## config.mk

```make
export PLATFORM = sky130hd
export DESIGN_NAME = lz77_stream_dec_flat
export DESIGN_NICKNAME = d
export VERILOG_FILES = /design/src/rtl/lz77_stream_dec_if.sv /design/src/rtl/lz77_stream_dec.sv /design/src/flat_wrapper.sv
export SDC_FILE = /design/constraint.sdc
export NUM_CORES = 1
export LEC_CHECK = 0
export CAP_MARGIN = 20
export CORE_AREA = 2 2 110 112
export DETAILED_ROUTE_END_ITERATION = 16
export DIE_AREA = 0 0 112 114
export GPL_TIMING_DRIVEN = 0
export PLACE_DENSITY_LB_ADDON = 0.1
export SYNTH_ARGS = -nofsm -noshare
export SYNTH_HDL_FRONTEND = slang
export SYNTH_SLANG_ARGS = --single-unit
```

## constraint.sdc

```tcl
create_clock -name clk -period 8.6 [get_ports clk]
set_clock_uncertainty 0.2 [all_clocks]
set_input_delay 2.58 -clock clk [delete_from_list [all_inputs] [get_ports clk]]
set_output_delay 2.58 -clock clk [all_outputs]
set_load 0.1 [all_outputs]
```

## src/rtl/lz77_stream_dec_if.sv

```systemverilog
// ============================================================================
//  Module      : lz77_stream_dec_if
//  Description : Tuple-in / byte-out bundle for the streaming LZ77 decoder.
//                The master side presents (offset, length, literal) tuples
//                and observes the decoded byte stream; the slave side is the
//                decoder itself.
//  Signals     : code_valid  tuple present on code_pos/code_len/chardata
//                code_pos    [3:0] match offset, 0 = newest history byte
//                code_len    [3:0] match length 0..15
//                chardata    [7:0] literal following the match
//                busy        tuple being expanded; accepted only when low
//                valid       char_nxt carries a decoded byte
//                char_nxt    [7:0] decoded byte
//                done        pulse with the end-marker byte
//                err         offset-error pulse (optional feature)
//  Revision    : 1.0  initial release
// ============================================================================
`default_nettype none

interface lz77_stream_dec_if;
    logic       code_valid;
    logic [3:0] code_pos;
    logic [3:0] code_len;
    logic [7:0] chardata;
    logic       busy;
    logic       valid;
    logic [7:0] char_nxt;
    logic       done;
    logic       err;

    modport master (
        output code_valid, code_pos, code_len, chardata,
        input  busy, valid, char_nxt, done, err
    );

    modport slave (
        input  code_valid, code_pos, code_len, chardata,
        output busy, valid, char_nxt, done, err
    );
endinterface

`default_nettype wire

```

## src/rtl/lz77_stream_dec.sv

```systemverilog
// ============================================================================
//  Module      : lz77_stream_dec
//  Description : Streaming LZ77 decoder. Expands one (offset, length,
//                literal) tuple at a time into a byte stream, one byte per
//                cycle, using a SEARCH_LEN-deep sliding history window.
//                Emitting END_CHAR as a literal pulses done and wipes the
//                history so the next string starts from a clean window.
//  Ports       : clk    rising-edge clock
//                reset  asynchronous, active-high reset
//                bus    lz77_stream_dec_if.slave (tuple in, byte out)
//  Options     : LZ77_DEC_OFFSET_CHK_EN - when defined, err pulses one cycle
//                after accepting a tuple whose match offset points past the
//                bytes written so far. When undefined err is tied low and no
//                fill tracking exists.
//  Revision    : 1.0  initial release
// ============================================================================
`default_nettype none

module lz77_stream_dec #(
    parameter int         SEARCH_LEN = 9,
    parameter logic [7:0] END_CHAR   = 8'h45
) (
    input  logic               clk,
    input  logic               reset,
    lz77_stream_dec_if.slave   bus
);

    typedef enum logic [1:0] {
        S_IDLE = 2'd0,
        S_COPY = 2'd1,
        S_LIT  = 2'd2
    } state_t;

    state_t     r_state;
    logic [3:0] r_off;
    logic [3:0] r_cnt;
    logic [7:0] r_lit;
    logic [7:0] r_hist [SEARCH_LEN];
    logic       r_busy;
    logic       r_valid;
    logic [7:0] r_char;
    logic       r_done;
    logic [7:0] w_rd;

`ifdef LZ77_DEC_OFFSET_CHK_EN
    logic [3:0] r_fill;
    logic       r_err;
`endif

    // History read port. Offsets beyond the window fall through to 8'h00,
    // matching the cleared state of never-written entries.
    always_comb begin
        w_rd = 8'h00;
        for (int i = 0; i < SEARCH_LEN; i++) begin
            if (r_off == 4'(i)) begin
                w_rd = r_hist[i];
            end
        end
    end

    always_ff @(posedge clk or posedge reset) begin
        if (reset) begin
            r_state <= S_IDLE;
            r_off   <= 4'd0;
            r_cnt   <= 4'd0;
            r_lit   <= 8'h00;
            r_busy  <= 1'b0;
            r_valid <= 1'b0;
            r_char  <= 8'h00;
            r_done  <= 1'b0;
            for (int i = 0; i < SEARCH_LEN; i++) begin
                r_hist[i] <= 8'h00;
            end
`ifdef LZ77_DEC_OFFSET_CHK_EN
            r_fill  <= 4'd0;
            r_err   <= 1'b0;
`endif
        end else begin
            r_done <= 1'b0;
`ifdef LZ77_DEC_OFFSET_CHK_EN
            r_err  <= 1'b0;
`endif
            case (r_state)
                S_IDLE: begin
                    r_valid <= 1'b0;
                    if (bus.code_valid) begin
                        r_off   <= bus.code_pos;
                        r_cnt   <= bus.code_len;
                        r_lit   <= bus.chardata;
                        r_busy  <= 1'b1;
                        r_state <= (bus.code_len != 4'd0) ? S_COPY : S_LIT;
`ifdef LZ77_DEC_OFFSET_CHK_EN
                        r_err   <= (bus.code_len != 4'd0) && (bus.code_pos >= r_fill);
`endif
                    end
                end

                S_COPY: begin
                    // Offset is held for the whole copy, so a match longer
                    // than its offset re-reads bytes it just produced.
                    r_valid <= 1'b1;
                    r_char  <= w_rd;
                    for (int i = SEARCH_LEN - 1; i > 0; i--) begin
                        r_hist[i] <= r_hist[i-1];
                    end
                    r_hist[0] <= w_rd;
`ifdef LZ77_DEC_OFFSET_CHK_EN
                    if (r_fill != 4'(SEARCH_LEN)) begin
                        r_fill <= r_fill + 4'd1;
                    end
`endif
                    r_cnt <= r_cnt - 4'd1;
                    if (r_cnt == 4'd1) begin
                        r_state <= S_LIT;
                    end
                end

                S_LIT: begin
                    r_valid <= 1'b1;
                    r_char  <= r_lit;
                    r_busy  <= 1'b0;
                    r_state <= S_IDLE;
                    if (r_lit == END_CHAR) begin
                        // End of string: the marker itself is not kept and
                        // the next string decodes against an empty window.
                        r_done <= 1'b1;
                        for (int i = 0; i < SEARCH_LEN; i++) begin
                            r_hist[i] <= 8'h00;
                        end
`ifdef LZ77_DEC_OFFSET_CHK_EN
                        r_fill <= 4'd0;
`endif
                    end else begin
                        for (int i = SEARCH_LEN - 1; i > 0; i--) begin
                            r_hist[i] <= r_hist[i-1];
                        end
                        r_hist[0] <= r_lit;
`ifdef LZ77_DEC_OFFSET_CHK_EN
                        if (r_fill != 4'(SEARCH_LEN)) begin
                            r_fill <= r_fill + 4'd1;
                        end
`endif
                    end
                end

                default: begin
                    r_state <= S_IDLE;
                    r_busy  <= 1'b0;
                    r_valid <= 1'b0;
                end
            endcase
        end
    end

    assign bus.busy     = r_busy;
    assign bus.valid    = r_valid;
    assign bus.char_nxt = r_char;
    assign bus.done     = r_done;
`ifdef LZ77_DEC_OFFSET_CHK_EN
    assign bus.err      = r_err;
`else
    assign bus.err      = 1'b0;
`endif

endmodule

`default_nettype wire

```

## src/flat_wrapper.sv

```systemverilog
// flat-port wrapper written by rule: the top's interface ports become plain ports
module lz77_stream_dec_flat 
#(
    parameter int         SEARCH_LEN = 9,
    parameter logic [7:0] END_CHAR   = 8'h45
)
  (clk, reset, bus_code_valid, bus_code_pos, bus_code_len, bus_chardata, bus_busy, bus_valid, bus_char_nxt, bus_done, bus_err);
  lz77_stream_dec_if bus_i ();
  input  logic clk;
  input  logic reset;
  input wire logic [$bits(bus_i.code_valid)-1:0] bus_code_valid;
  input wire logic [$bits(bus_i.code_pos)-1:0] bus_code_pos;
  input wire logic [$bits(bus_i.code_len)-1:0] bus_code_len;
  input wire logic [$bits(bus_i.chardata)-1:0] bus_chardata;
  output wire logic [$bits(bus_i.busy)-1:0] bus_busy;
  output wire logic [$bits(bus_i.valid)-1:0] bus_valid;
  output wire logic [$bits(bus_i.char_nxt)-1:0] bus_char_nxt;
  output wire logic [$bits(bus_i.done)-1:0] bus_done;
  output wire logic [$bits(bus_i.err)-1:0] bus_err;
  assign bus_i.code_valid = bus_code_valid;
  assign bus_i.code_pos = bus_code_pos;
  assign bus_i.code_len = bus_code_len;
  assign bus_i.chardata = bus_chardata;
  assign bus_busy = bus_i.busy;
  assign bus_valid = bus_i.valid;
  assign bus_char_nxt = bus_i.char_nxt;
  assign bus_done = bus_i.done;
  assign bus_err = bus_i.err;
  lz77_stream_dec #(.SEARCH_LEN(SEARCH_LEN), .END_CHAR(END_CHAR)) u_core (.clk(clk), .reset(reset), .bus(bus_i));
endmodule
```

======== Yosys cells after proc, flatten, opt, wreduce, memory -nomap -nowiden ========
Index checks and enable logic that the tools add are counted.
storage, ports and cells
  bits in registers ....................... 101
  input bits .............................. 19
  output and inout port bits .............. 12
  word-level logic and storage cells ...... 66
operators by class
  add/subtract/negate cells ............... 1
  equal/unequal tests ..................... 14
  multiplexer cells ....................... 23
  bitwise gates (word level) .............. 1
  reductions and logical operators ........ 10
operators by type and width
  kind                   number
  $pmux W72 S2           1
  $mux W72               1
  $mux W8                9
  $eq A4 B3 Y1 const B   4
  $pmux W8 S2            1
  $eq A4 B1 Y1 const B   2
  $eq A4 B2 Y1 const B   2
  $eq A8 B7 Y1 const B   1
  $pmux W4 S2            1
  $reduce_and A2 Y1      4
  $mux W2                3
  $eq A4 B4 Y1 const B   1
  $logic_not A4 Y1       1
  $mux W1                4
  $mux W4                1
  $pmux W2 S2            1
  $reduce_bool A2 Y1     2
  $reduce_bool A4 Y1     1
  $sub A4 B1 Y4 const B  1
  $eq A2 B1 Y1 const B   1
  $eq A2 B2 Y1 const B   1
  $logic_not A2 Y1       1
  $ne A2 B1 Y1 const B   1
  $ne A2 B2 Y1 const B   1
  3 further kinds        3

======== Longest topological paths before layout ========
Gate-level depths: netlist (run 1).
  depth after elaboration ................. 11
  depth in mapped cells ................... 7

======== Least setup slack after synthesis (run 1) ========
Ideal clock, no wire load.
  kind .................................... input to register
  start ................................... input port bus_code_valid
  end ..................................... register u_core.r_lit[2]
  arrival ................................. 3.453 ns
  path slack .............................. 4.823 ns
  stages .................................. 4
  path buffers ............................ 2
  cell sequence ........................... clkbuf_1 nand2_1 buf_2 mux2_2
between the ends
  cells in the longest elaborated chain, start to end .. 1
ends and longest elaborated chain
  what                         RTL line               RTL
  from (decl)                  flat_wrapper.sv:11     input wire logic [$bits(bus_i.code_valid)-1:0] bus_code_valid;
  $reduce_and A2 Y1 (no line)  n/a
  to (signal assigned)         lz77_stream_dec.sv:89  r_lit <= bus.chardata;
  to (decl)                    lz77_stream_dec.sv:37  logic [7:0] r_lit;
Every way passes these cells.
A chain may end at the register's enable or synchronous reset.

======== Worst setup path after layout (run 1) ========
  start ................................... register u_core.r_char[6], in the netlist u_core.bus.char_nxt[6]
  end ..................................... output port bus_char_nxt[6]
RTL lines
  what                    RTL line                RTL
  from (decl)             lz77_stream_dec.sv:41   logic [7:0] r_char;
  from (signal assigned)  lz77_stream_dec.sv:102  r_char <= w_rd;
  from (signal assigned)  lz77_stream_dec.sv:120  r_char <= r_lit;
  to (decl)               flat_wrapper.sv:17      output wire logic [$bits(bus_i.char_nxt)-1:0] bus_char_nxt;
No word-level cell between the ends.

==> flow_metrics.env, run 1 <==
export IMPL_run_status="finished clean"
export IMPL_numCtsBuffers=9
export IMPL_post_drt_via_cell_ratio=5.87
export IMPL_cts_tree="built"
export IMPL_holdCritStartpoint="u_core.r_hist[0]"
export IMPL_cts_resized=0
export IMPL_drive_gt1_frac=0.104
export IMPL_first_pass_iters=5
export IMPL_intPower_uw=1420
export IMPL_antenna_found_initial=0
export IMPL_crit_path_cell_trace="clkdlybuf4s50_1"
export IMPL_htreeDepth=3
export IMPL_hold_class="flop to flop"
export IMPL_dp_cells=660
export IMPL_critPathMaxStageDelay_ns=1.14
export IMPL_seq_power_share=0.334
export IMPL_final_cell_mix="dfrtp_1 (101), nand2_1 (79), o2bb2ai_1 (66), clkdlybuf4s50_1 (29), mux2i_1 (22)"
export IMPL_cp_start_kind="flop"
export IMPL_grt_max_degree=53
export IMPL_drt_iter0_drc=348
export IMPL_clock_path_buffers=2
export IMPL_rsz0062_at_grt="no"
export IMPL_clk_pin_slew_ns=0.07
export IMPL_rrSetupSlack_ns=6.10
export IMPL_area_growth_pct=16.8
export IMPL_ys_seq_area_frac=0.505
export IMPL_grt_overflow_total=0
export IMPL_arrival_ns=1.88
export IMPL_multi_input_area_mm2=0.00224
export IMPL_fmax_mhz=215
export IMPL_grt_pass1_vias=3929
export IMPL_r2r_end="u_core.bus.char_nxt[0]"
export IMPL_min_to="u_core.r_hist[0]"
export IMPL_clkPwrFrac=0.178
export IMPL_yosys_area_top_type="dfrtp_1"
export IMPL_finalWirelength_um=13600
export IMPL_combPwrFrac=0.488
export IMPL_rr_startpoint="u_core.r_state[0]"
export IMPL_drv_cap=0
export IMPL_crit_required_ns=5.82
export IMPL_final_nets=548
export IMPL_synth_edf_count=0
export IMPL_p_leak_uw=0.00241
export IMPL_worst_slew_pin_slew_ns=0.975
export IMPL_num_rows=40
export IMPL_die_height_um=114
export IMPL_final_common_cell="dfrtp_1"
export IMPL_regArea_mm2=0.00253
export IMPL_synthArstFlopShare=1.00
export IMPL_postCtsSetupBuffers=0
export IMPL_ys_flop_type="dfrtp_1"
export IMPL_clk_latency_ns=0.35
export IMPL_syn_area_mm2=0.00500
export IMPL_portBuffers=29
export IMPL_synthesis_instances=483
export IMPL_diodes=0
export IMPL_root_buffer="clkbuf_16"
export IMPL_hold_buffers=0
export IMPL_grt_use_total=0.225
export IMPL_powerDensity_mw_per_mm2=448
export IMPL_sw_frac_of_total=0.458
export IMPL_max_slew_margin=0.348
export IMPL_crit_type="flop to primary output"
export IMPL_drc=0
export IMPL_crit_fanout=2
export IMPL_syn_mean_instance_area_um2=10.4
export IMPL_slew_viol_final=0
export IMPL_synth_top_area_share=0.505
export IMPL_end_kind="primary output"
export IMPL_finalHoldViolations=0
export IMPL_fp_dieW_um=112
export IMPL_final_cells=675
export IMPL_vias=3959
export IMPL_drtAntennaViolNets=0
export IMPL_setup_viol=0
export IMPL_grt_pass1_wl_um=22100
export IMPL_ys_ff_latch=101
export IMPL_crit_buf_inv=1
export IMPL_timing_final_crit_share=0.541
export IMPL_coreArea_mm2=0.0117
export IMPL_netlist_top_cells_area="dfrtp_1 (51%), o2bb2ai_1 (12%), nand2_1 (5.9%), mux2i_1 (4.4%), mux2_2 (3.4%)"
export IMPL_die_area_mm2=0.0128
export IMPL_ir_drop_v=0.000306
export IMPL_min_period_ns=4.66
export IMPL_fin_tns_setup_ns=0
export IMPL_syn_num_nets=507
export IMPL_worstHoldPathCells=1
export IMPL_io_pins=31
export IMPL_crit_slowest_cell="clkdlybuf4s50_1"
export IMPL_wl_per_cell_um=20.1
export IMPL_dp_hpwl_um=9650
export IMPL_cts_sink_count=101
export IMPL_synthDistinctLibCells=47
export IMPL_gp_congestion=0.895
export IMPL_synth_warnings=0
export IMPL_initial_core_util=0.427
export IMPL_cpLargestDelayFamily="buffers and inverters"
export IMPL_p_sw_uw=1200
export IMPL_fillCellCount=1090
export IMPL_rr_worst_depth=6
-- final cells by class --
type | count | share of cell area
Buffer | 42 | 0.0334
Clock buffer | 9 | 0.0385
Inverter | 11 | 0.00749
Multi-Input combinational cell | 329 | 0.383
Timing Repair Buffer | 30 | 0.0544
Sequential cell | 101 | 0.432
Clock inverter | 6 | 0.0193
Tap cell | 147 | 0.0315
-- routing by layer --
metal / global-route usage / part of all wire
met1: 0.317 / 0.47
met5: 0 / 0
met4: 0.0764 / 0.027
met3: 0.0515 / 0.047
met2: 0.345 / 0.46
-- through the flow --
step	setup slack [ns]	area [µm²]	hold WS [ns]	total power [µW]	utilization
2_1_floorplan	3.17	5000	0.255	1760	-
3_3_place_gp	1.58	5480	0.274	2130	0.468
3_5_place_dp	4.18	5510	0.274	2160	0.470
4_1_cts	3.93	5850	0.293	2630	0.499
5_1_grt	3.90	5850	0.316	2790	0.499
6_report	3.94	5850	0.290	2620	0.499
-- synthesized netlist by cell type (2+ instances only) --
master,n
a211oi_1,5
nand2_1,79
nand3b_1,3
nand2b_1,9
buf_2,17
mux2i_1,22
nand3_1,16
mux2_2,15
clkbuf_1,20
a21boi_0,3
o21a_1,3
o22ai_1,12
inv_1,11
nor2_1,14
nor4bb_1,2
o21ai_0,15
o32a_1,3
o21bai_1,2
and3_1,2
nor3_1,3
o32ai_1,2
nand4b_1,2
o2111ai_1,3
a21oi_1,17
a221o_1,4
o221ai_1,6
o2bb2ai_1,66
dfrtp_1,101
buf_4,2
ha_1,5
or3_1,3
-- logic make-up after synthesis --
family,count (synthesis),share of synthesized area
muxes,37,0.0778
adders and majority gates,5,0.0125
buffers and inverters,53,0.0473
other,1,0.000749
DFF,101,0.505
AOI/OAI and AO/OA,146,0.224
and+or+nand+nor,140,0.132
-- power by group through the flow --
stage / registers, µW / logic [µW] / clock network, µW
3_3_place_gp: 874 / 1260 / 0
4_1_cts: 871 / 1290 / 473
6_report: 875 / 1280 / 466
5_1_grt: 901 / 1400 / 495
2_1_floorplan: 959 / 802 / 0
3_5_place_dp: 876 / 1280 / 0
-- sequential cells by signal (all words and copies together) (netlist names) --
name                 count
u_core.r_hist           72
u_core.bus.char_nxt      8
u_core.r_lit             8
u_core.r_cnt             4
u_core.r_off             4
u_core.r_state           2
u_core.bus.busy          1
u_core.bus.done          1
u_core.bus.valid         1
-- how the worst max path moves through the flow --
stage,slack [ns],endpoint,from,cells past startpoint
floorplan,3.17,u_core.bus.busy,reset,1
global placement,1.58,u_core.r_hist[43],reset,2
detailed placement,4.18,u_core.r_off[3],bus_code_valid,5
CTS,3.93,bus_char_nxt[6],u_core.bus.char_nxt[6],1
global route,3.90,bus_char_nxt[2],u_core.bus.char_nxt[2],1
finish,3.94,bus_char_nxt[6],u_core.bus.char_nxt[6],1
No activity file was read; power rests on OpenSTA's default activity.
==> inputs of run 2 (changes only) <==
Clock period 8.6 ns to 4.47 ns, I/O delays scaled along.
==> results of run 2 <==
Same layout as run 1 (identical final DEF). Status: finished clean.
Among the figures that moved: setup slack after placement 4.18 ns -> 1.29 ns; setup slack after layout 3.94 ns -> 1.05 ns; register-to-register setup slack 6.10 ns -> 1.97 ns; total power 2620 µW -> 5040 µW; worst IR drop on VDD 0.000306 V -> 0.000589 V
